`src/rtl/packed_pixel_reader.sv`:
```
// Frame buffer word reader: fetches 64-bit packed words and streams them as four
// 2-pixel beats over valid/ready. Optional read-ahead buffer: PACKED_READER_PREFETCH_EN.
module packed_pixel_reader #(
    parameter int unsigned START_ADDRESS = 0,
    parameter int unsigned WORD_COUNT    = 65536,
    parameter int unsigned ADDR_WIDTH    = 20,
    parameter int unsigned READ_LATENCY  = 2
) (
    input  logic                  clk,
    input  logic                  reset,
    input  logic                  start,
    output logic                  rd_en,
    output logic [ADDR_WIDTH-1:0] rd_addr,
    input  logic [63:0]           rd_data,
    output logic [7:0]            pixel_byte1,
    output logic [7:0]            pixel_byte2,
    output logic                  out_valid,
    input  logic                  out_ready,
    output logic                  busy,
    output logic                  done
);

    localparam int CNT_W = (WORD_COUNT > 1) ? $clog2(WORD_COUNT) : 1;
    localparam int LAT_W = $clog2(READ_LATENCY + 1);
    localparam logic [CNT_W-1:0]      LAST_WORD = CNT_W'(WORD_COUNT - 1);
    localparam logic [ADDR_WIDTH-1:0] START     = ADDR_WIDTH'(START_ADDRESS);
    localparam logic [LAT_W-1:0]      LAT_LOAD  = LAT_W'(READ_LATENCY);

    typedef enum logic [2:0] {IDLE, REQ, WAIT, UNPACK, FINISH} state_t;

    state_t           state;
    state_t           next_state;
    logic [CNT_W-1:0] word_cnt;
    logic [1:0]       beat;
    logic [LAT_W-1:0] lat_cnt;
    logic             in_flight;
    logic [63:0]      hold;
    logic [63:0]      load_data;
    logic             handshake;
    logic             last_beat;
    logic             last_word;
    logic             arrive;
    logic             word_end;
    logic             load;
`ifdef PACKED_READER_PREFETCH_EN
    logic [63:0]      spare;
    logic             spare_valid;
    logic             pf_issue;
    logic             load_spare;
    logic             next_is_last;
`endif

    function automatic logic [15:0] beat_bytes(input logic [63:0] word, input logic [1:0] idx);
        case (idx)
            2'd0:    return word[63:48];
            2'd1:    return word[47:32];
            2'd2:    return word[31:16];
            default: return word[15:0];
        endcase
    endfunction

    assign handshake = out_valid & out_ready;
    assign last_beat = (beat == 2'd3);
    assign last_word = (word_cnt == LAST_WORD);
    // Only one read is ever outstanding, so a single down-counter tracks its arrival.
    assign arrive    = in_flight && (lat_cnt == LAT_W'(1));
    assign word_end  = handshake && last_beat;
    assign busy      = (state == REQ) || (state == WAIT) || (state == UNPACK);
    assign done      = (state == FINISH);

`ifdef PACKED_READER_PREFETCH_EN
    assign rd_en        = (state == REQ) || pf_issue;
    assign load_data    = load_spare ? spare : rd_data;
    // At a swap the counter still names the outgoing word.
    assign next_is_last = (state == UNPACK) ? ((word_cnt + CNT_W'(1)) == LAST_WORD) : last_word;
`else
    assign rd_en        = (state == REQ);
    assign load_data    = rd_data;
`endif

    always_ff @(posedge clk) begin
        if (reset) begin
            state <= IDLE;
        end else begin
            state <= next_state;
        end
    end

    always_comb begin
        next_state = state;
        load       = 1'b0;
`ifdef PACKED_READER_PREFETCH_EN
        load_spare = 1'b0;
`endif
        case (state)
            IDLE: begin
                if (start) begin
                    next_state = REQ;
                end
            end
            REQ: begin
                next_state = WAIT;
            end
            WAIT: begin
                if (arrive) begin
                    load       = 1'b1;
                    next_state = UNPACK;
                end
            end
            UNPACK: begin
                if (word_end) begin
                    if (last_word) begin
                        next_state = FINISH;
                    end else begin
`ifdef PACKED_READER_PREFETCH_EN
                        if (spare_valid) begin
                            load       = 1'b1;
                            load_spare = 1'b1;
                        end else if (arrive) begin
                            load = 1'b1;
                        end else begin
                            next_state = WAIT;
                        end
`else
                        next_state = REQ;
`endif
                    end
                end
            end
            FINISH: begin
                next_state = IDLE;
            end
            default: begin
                next_state = IDLE;
            end
        endcase
    end

    always_ff @(posedge clk) begin
        if (reset) begin
            rd_addr     <= START;
            word_cnt    <= '0;
            beat        <= '0;
            lat_cnt     <= '0;
            in_flight   <= 1'b0;
            hold        <= '0;
            pixel_byte1 <= '0;
            pixel_byte2 <= '0;
            out_valid   <= 1'b0;
`ifdef PACKED_READER_PREFETCH_EN
            spare       <= '0;
            spare_valid <= 1'b0;
            pf_issue    <= 1'b0;
`endif
        end else begin
            if (state == IDLE && start) begin
                rd_addr  <= START;
                word_cnt <= '0;
            end

            if (rd_en) begin
                in_flight <= 1'b1;
                lat_cnt   <= LAT_LOAD;
            end else if (in_flight) begin
                lat_cnt <= lat_cnt - LAT_W'(1);
                if (arrive) begin
                    in_flight <= 1'b0;
                end
            end

            if (load) begin
                hold                       <= load_data;
                {pixel_byte1, pixel_byte2} <= beat_bytes(load_data, 2'd0);
                out_valid                  <= 1'b1;
                beat                       <= 2'd0;
            end else if (handshake) begin
                if (last_beat) begin
                    out_valid <= 1'b0;
                end else begin
                    beat                       <= beat + 2'd1;
                    {pixel_byte1, pixel_byte2} <= beat_bytes(hold, beat + 2'd1);
                end
            end

`ifdef PACKED_READER_PREFETCH_EN
            if (word_end && !last_word) begin
                word_cnt <= word_cnt + CNT_W'(1);
            end
            // rd_addr runs one word ahead: it is bumped as each word starts unpacking.
            pf_issue <= load && !next_is_last;
            if (load && !next_is_last) begin
                rd_addr <= rd_addr + ADDR_WIDTH'(1);
            end
            if (load_spare) begin
                spare_valid <= 1'b0;
            end else if (arrive && state == UNPACK && !load) begin
                spare       <= rd_data;
                spare_valid <= 1'b1;
            end
`else
            if (word_end && !last_word) begin
                rd_addr  <= rd_addr + ADDR_WIDTH'(1);
                word_cnt <= word_cnt + CNT_W'(1);
            end
`endif
        end
    end

endmodule

```
`config.mk`:
```
export PLATFORM = sky130hd
export DESIGN_NAME = packed_pixel_reader
export DESIGN_NICKNAME = d
export VERILOG_FILES = /design/src/rtl/packed_pixel_reader.sv
export SDC_FILE = /design/constraint.sdc
export NUM_CORES = 1
export LEC_CHECK = 0
export CAP_MARGIN = 20
export CORE_AREA = 3 3 109 111
export DETAILED_ROUTE_END_ITERATION = 8
export DIE_AREA = 0 0 112 114
export GPL_ROUTABILITY_DRIVEN = 1
export GPL_TIMING_DRIVEN = 1
export PLACE_DENSITY = 0.71
export REMOVE_ABC_BUFFERS = 1
export SLEW_MARGIN = 20
export SYNTH_ARGS = -nofsm -noshare
export SYNTH_HDL_FRONTEND = slang
export SYNTH_SLANG_ARGS = --single-unit
export TNS_END_PERCENT = 1
```
`constraint.sdc`:
```
create_clock -name clk -period 5.4 [get_ports clk]
set_clock_uncertainty 0.2 [all_clocks]
set_input_delay 0.54 -clock clk [delete_from_list [all_inputs] [get_ports clk]]
set_output_delay 0.54 -clock clk [all_outputs]
set_load 0.02 [all_outputs]
```
# Word level (Yosys, flattened, before mapping)
# Cells that the tools add are included.
totals:
  regBits: 125
  out_inout_bits: 40
op_classes:
  add_sub_neg: 4
  eq_ne: 13
  mux: 26
  n_bitwise: 2
  reduce_logical: 19
ops:
  columns: ["cell", "count"]
  rows:
  - ["$mux 8", 6]
  - ["$pmux 16 s3", 1]
  - ["$mux 20", 2]
  - ["$mux 16", 2]
  - ["$add 20x1->20 const B", 1]
  - ["$add 16x1->16 const B", 1]
  - ["$eq 16x16->1 const B", 1]
  - ["$mux 3", 4]
  - ["$pmux 3 s4", 1]
  - ["$mux 1", 8]
  - ["$reduce_bool 2->1", 4]
  - ["$eq 3x2->1 const B", 2]
  - ["$ne 2x2->1 const B", 3]
  - ["$reduce_and 2->1", 3]
  - ["$eq 2x1->1 const B", 2]
  - ["$eq 2x2->1 const B", 2]
  - ["$logic_and 1x1->1", 4]
  - ["$mux 2", 2]
  - ["$reduce_or 2->1", 2]
  - ["$eq 3x1->1 const B", 1]
  - ["$eq 3x3->1 const B", 1]
  - ["$logic_not 3->1", 1]
  - ["$reduce_and 3->1", 1]
  - ["$add 2x1->2 const B", 1]
  - ["other kinds (7)", 8]

# Depth between registers and ports, before layout
logic_depth:
  word_depth: 6
  ltp_mapped: 8

# Worst setup path before layout
# No wires, ideal clock.
synth_timing:
  kind: "input to register"
  from: "input port reset"
  to: "register rd_addr[17]"
  arrival_time_ps: 1820
  setup_slack_ps: 3312
  stages: 7
  n_path_buf: 3
  cell_sequence: "clkbuf_1 -> or2_1 -> or2_1 -> buf_2 -> buf_6 -> or3_1 -> o21ai_1"
synth_rtl:
  columns: ["item", "line_no", "source"]
  rows:
  - ["start: declaration", "10", "input logic reset,"]
  - ["end signal: assignment", "202", "rd_addr <= rd_addr + ADDR_WIDTH'(1);"]
  - ["end: declaration", "13", "output logic [ADDR_WIDTH-1:0] rd_addr,"]

# Worst setup path after layout
layout_timing:
  from: "input port out_ready"
  to: "register rd_addr[16]"
layout_via:
  elab_chain_len: 4
  word_cells_on_any_way: 5
  classes_between: "mux: 1; bitwise: 1; reduce/logical: 3"
layout_lines:
  columns: ["item", "line_no", "source"]
  rows:
  - ["start: declaration", "18", "input logic out_ready,"]
  - ["$and 1x1->1 (*)", "62", "assign handshake = out_valid & out_ready;"]
  - ["$logic_and 1x1->1 (*)", "67", "assign word_end = handshake && last_beat;"]
  - ["$logic_and 1x1->1 (*)", "201", "if (word_end && !last_word) begin"]
  - ["$mux 20 or $reduce_bool 2->1 (tied branches)", null, null]
# Every way passes the cells marked *; elsewhere a longest branch is shown, timed or not.
# A chain may end at the register's enable or synchronous reset.

==> results.cfg <==
[layout]
final_cells = 842
fin_nets = 772
postLayoutCellArea_um2 = 6200
n_antenna_cell = 0
synthToLayoutAreaGrowth_pct = 26.2
drive_gt1_frac = 0.0456

[route]
drt_iter0_drc = 307
post-route-drc-count = 0
viasPerCell = 5.51
num_vias = 4641
wirelength_met1_mm = 5.70
ant_nets = 0
drt-total-wl_mm = 12.4
highest-signal-layer = met4
routedWlPerCell_um = 14.7
met2WireLength_mm = 5.90
drt_first_pass_iters = 4
wl_met3_um = 690

[logic_synthesis]
synth.distinct_cells = 44
synthTopCellsByCount = 112 x nand2_1, 109 x dfxtp_1, 65 x a21oi_1
synthArstFlopShare = 0
synth-edff-count = 0
synth.most_common_cell = nand2_1
synthCells = 626
synth_ff_type = dfxtp_1
yosys_register_bits = 109
yosys_warnings = 0
syn-mean-instance-area_um2 = 7.84
yosysTopAreaCellShare = 0.444
seq_area_frac_synth = 0.444
yosys-top-cells-area = dfxtp_1 44%, nand2_1 8.6%, a21oi_1 6.6%
synth_top_cell_by_area = dfxtp_1
syn-cell-area_um2 = 4910

[grt]
grt_pass1_vias = 4266
grt.overflow.total = 0
track_usage = 0.190
grt_max_degree = 76
antenna_found_initial = 0
grt_pass1_wl_mm = 20.5

[place]
place_inst = 826
hpwl_mm = 8.02
numPortBuffers = 107
placedInstanceArea_um2 = 5970
routabilityCongestion = 0.792

[timing]
slew_headroom = 0.270
finalCritPeriodShare = 0.545
drv_slew = 0
fin_tns_setup_ps = 0
fmax_mhz = 340
final-hold-violation-count = 0
rsz0062_at_grt = no
min_period_ps = 2940
worstMarginPinSlew_ps = 1090
finalSetupViolCount = 0

[clock_tree]
clockBufferDepth = 2
clk_pin_slew_ps = 110
cts_root_buf = clkbuf_8
ctsHtreeMaxLevel = 3
clock_sinks = 109
cts_resized = 0
cts_made_buffers = 9
cts_tree = done
clock_latency_ps = 370
cts_hold_buf = 0
post-cts-setup-buffer-count = 0

[power_and_ir_drop]
switching_share = 0.240
intPower_mw = 1.16
combPwrFrac = 0.091
power_density_nw_per_um2 = 246
seqPwrFrac = 0.543
cellLeakagePower_nw = 2.02
switchingPower_uw = 366
clockPowerShare = 0.366
vdd_drop_max_mv = 0.138

[critical_path]
cp.arrival_ps = 3050
crit_fanout = 27
timing.rr.start = beat[1]
path_class = in2reg
ff2ff_path_depth = 6
r2r_slack_ps = 2510
endpoint_kind = register
r2r_end = rd_addr[16]
required_ps = 5500
startpoint_type = input pin

[hold_path]
hold_end = hold[27]
hp-start = hold[27]
whs_path_depth = 2
hold_path.class = reg2reg

[floorplan]
die_y_um = 114
core_area_um2 = 10900
die_width_um = 112
num_rows = 38
io_pins = 108
die_area_um2 = 12800
start_util = 0.451

[job]
max_cap_viol_count = 0

[outcome]
status = completed
-- cells in the final DEF (no fill, tap or decap), types with 2 or more instances in the layout --
master,instances
nand2_1,112
dfxtp_1,109
clkdlybuf4s50_1,106
a21oi_1,65
nor3_1,47
o21ai_0,42
nor2_1,31
a211oi_1,22
nand3_1,20
inv_1,16
nor2b_1,16
a221oi_1,16
or3_1,13
nand4_1,9
clkbuf_8,9
ha_1,6
nor4_1,5
buf_4,5
and3_1,3
o21ai_1,3
o41ai_1,3
mux2i_1,3
xnor2_1,3
and2_1,2
nand3_2,2
or2_1,2
nor2_2,2
a311oi_1,2
xor2_1,2
a22o_1,2
nand2b_1,2
a21o_1,2
bufinv_16,2
inv_6,2
clkinvlp_4,2
-- through the flow --
stage	power [mW]	hold slack (ps)	utilization	worst slack (ps)
3_5_place_dp	0.986	246	0.548	2090
5_1_grt	1.58	279	0.569	2300
4_1_cts	1.54	261	0.569	2340
3_3_place_gp	0.983	241	0.548	2220
6_report	1.53	258	0.569	2460
2_1_floorplan	0.900	230	-	-761
-- power by group through the flow --
| stage | clock network [mW] | logic, mW | registers (mW) |
|---|---|---|---|
| floorplan | 0 | 0.0545 | 0.846 |
| CTS | 0.570 | 0.140 | 0.829 |
| global placement | 0 | 0.137 | 0.847 |
| global route | 0.597 | 0.152 | 0.831 |
| finish | 0.558 | 0.139 | 0.829 |
| detailed placement | 0 | 0.139 | 0.847 |
-- how the worst max path moves through the flow --
| stage | from | to | cells past startpoint |
|---|---|---|---|
| after floorplan | lat_cnt[0] | hold[0] | 5 |
| after detailed placement | out_ready | rd_addr[16] | 6 |
| after CTS | word_cnt[0] | word_cnt[14] | 7 |
| after global placement | out_ready | word_cnt[11] | 6 |
| after global routing | out_ready | rd_addr[16] | 6 |
| final | out_ready | rd_addr[16] | 6 |
-- layer usage --
layer  GRT usage  vias to the layer above
met5           0                        -
met1       0.251                     2173
met3      0.0387                       10
li1            -                     2332
met4      0.0457                        0
met2       0.323                      126
-- flip-flops by register name, summed over array words and instances, names as in the netlist --
| signal | flops |
|---|---|
| hold | 48 |
| state | 3 |
| word_cnt | 16 |
| lat_cnt | 2 |
| pixel_byte1 | 8 |
| rd_addr | 20 |
| out_valid | 1 |
| pixel_byte2 | 8 |
| beat | 2 |
| in_flight | 1 |
-- cell families after synthesis --
logic type,Yosys count,share of synthesized area
AO/OA/AOI/OAI,161,0.196
XOR/XNOR,5,0.00892
adder cells (fa/ha/maj),7,0.0178
buffers and inverters,68,0.0589
flip-flops,109,0.444
multiplexers,3,0.00612
AND/OR/NAND/NOR,273,0.268
-- cell type report --
type / count / area, um2
Multi-Input combinational cell: 449 / 2450
Inverter: 16 / 60.1
Tap cell: 140 / 175
Fill cell: 1021 / 4690
Clock buffer: 9 / 124
Sequential cell: 109 / 2180
Timing Repair Buffer: 112 / 1100
Clock inverter: 7 / 104
-- critical path, stage by stage --
cell and delay, ps:
clkdlybuf4s50_1 490, nand3_2 170, or2_1 520, nor2_2 930, nand3_1 170, o21ai_0 220
Note: power is estimated with default switching activity, not from simulation.
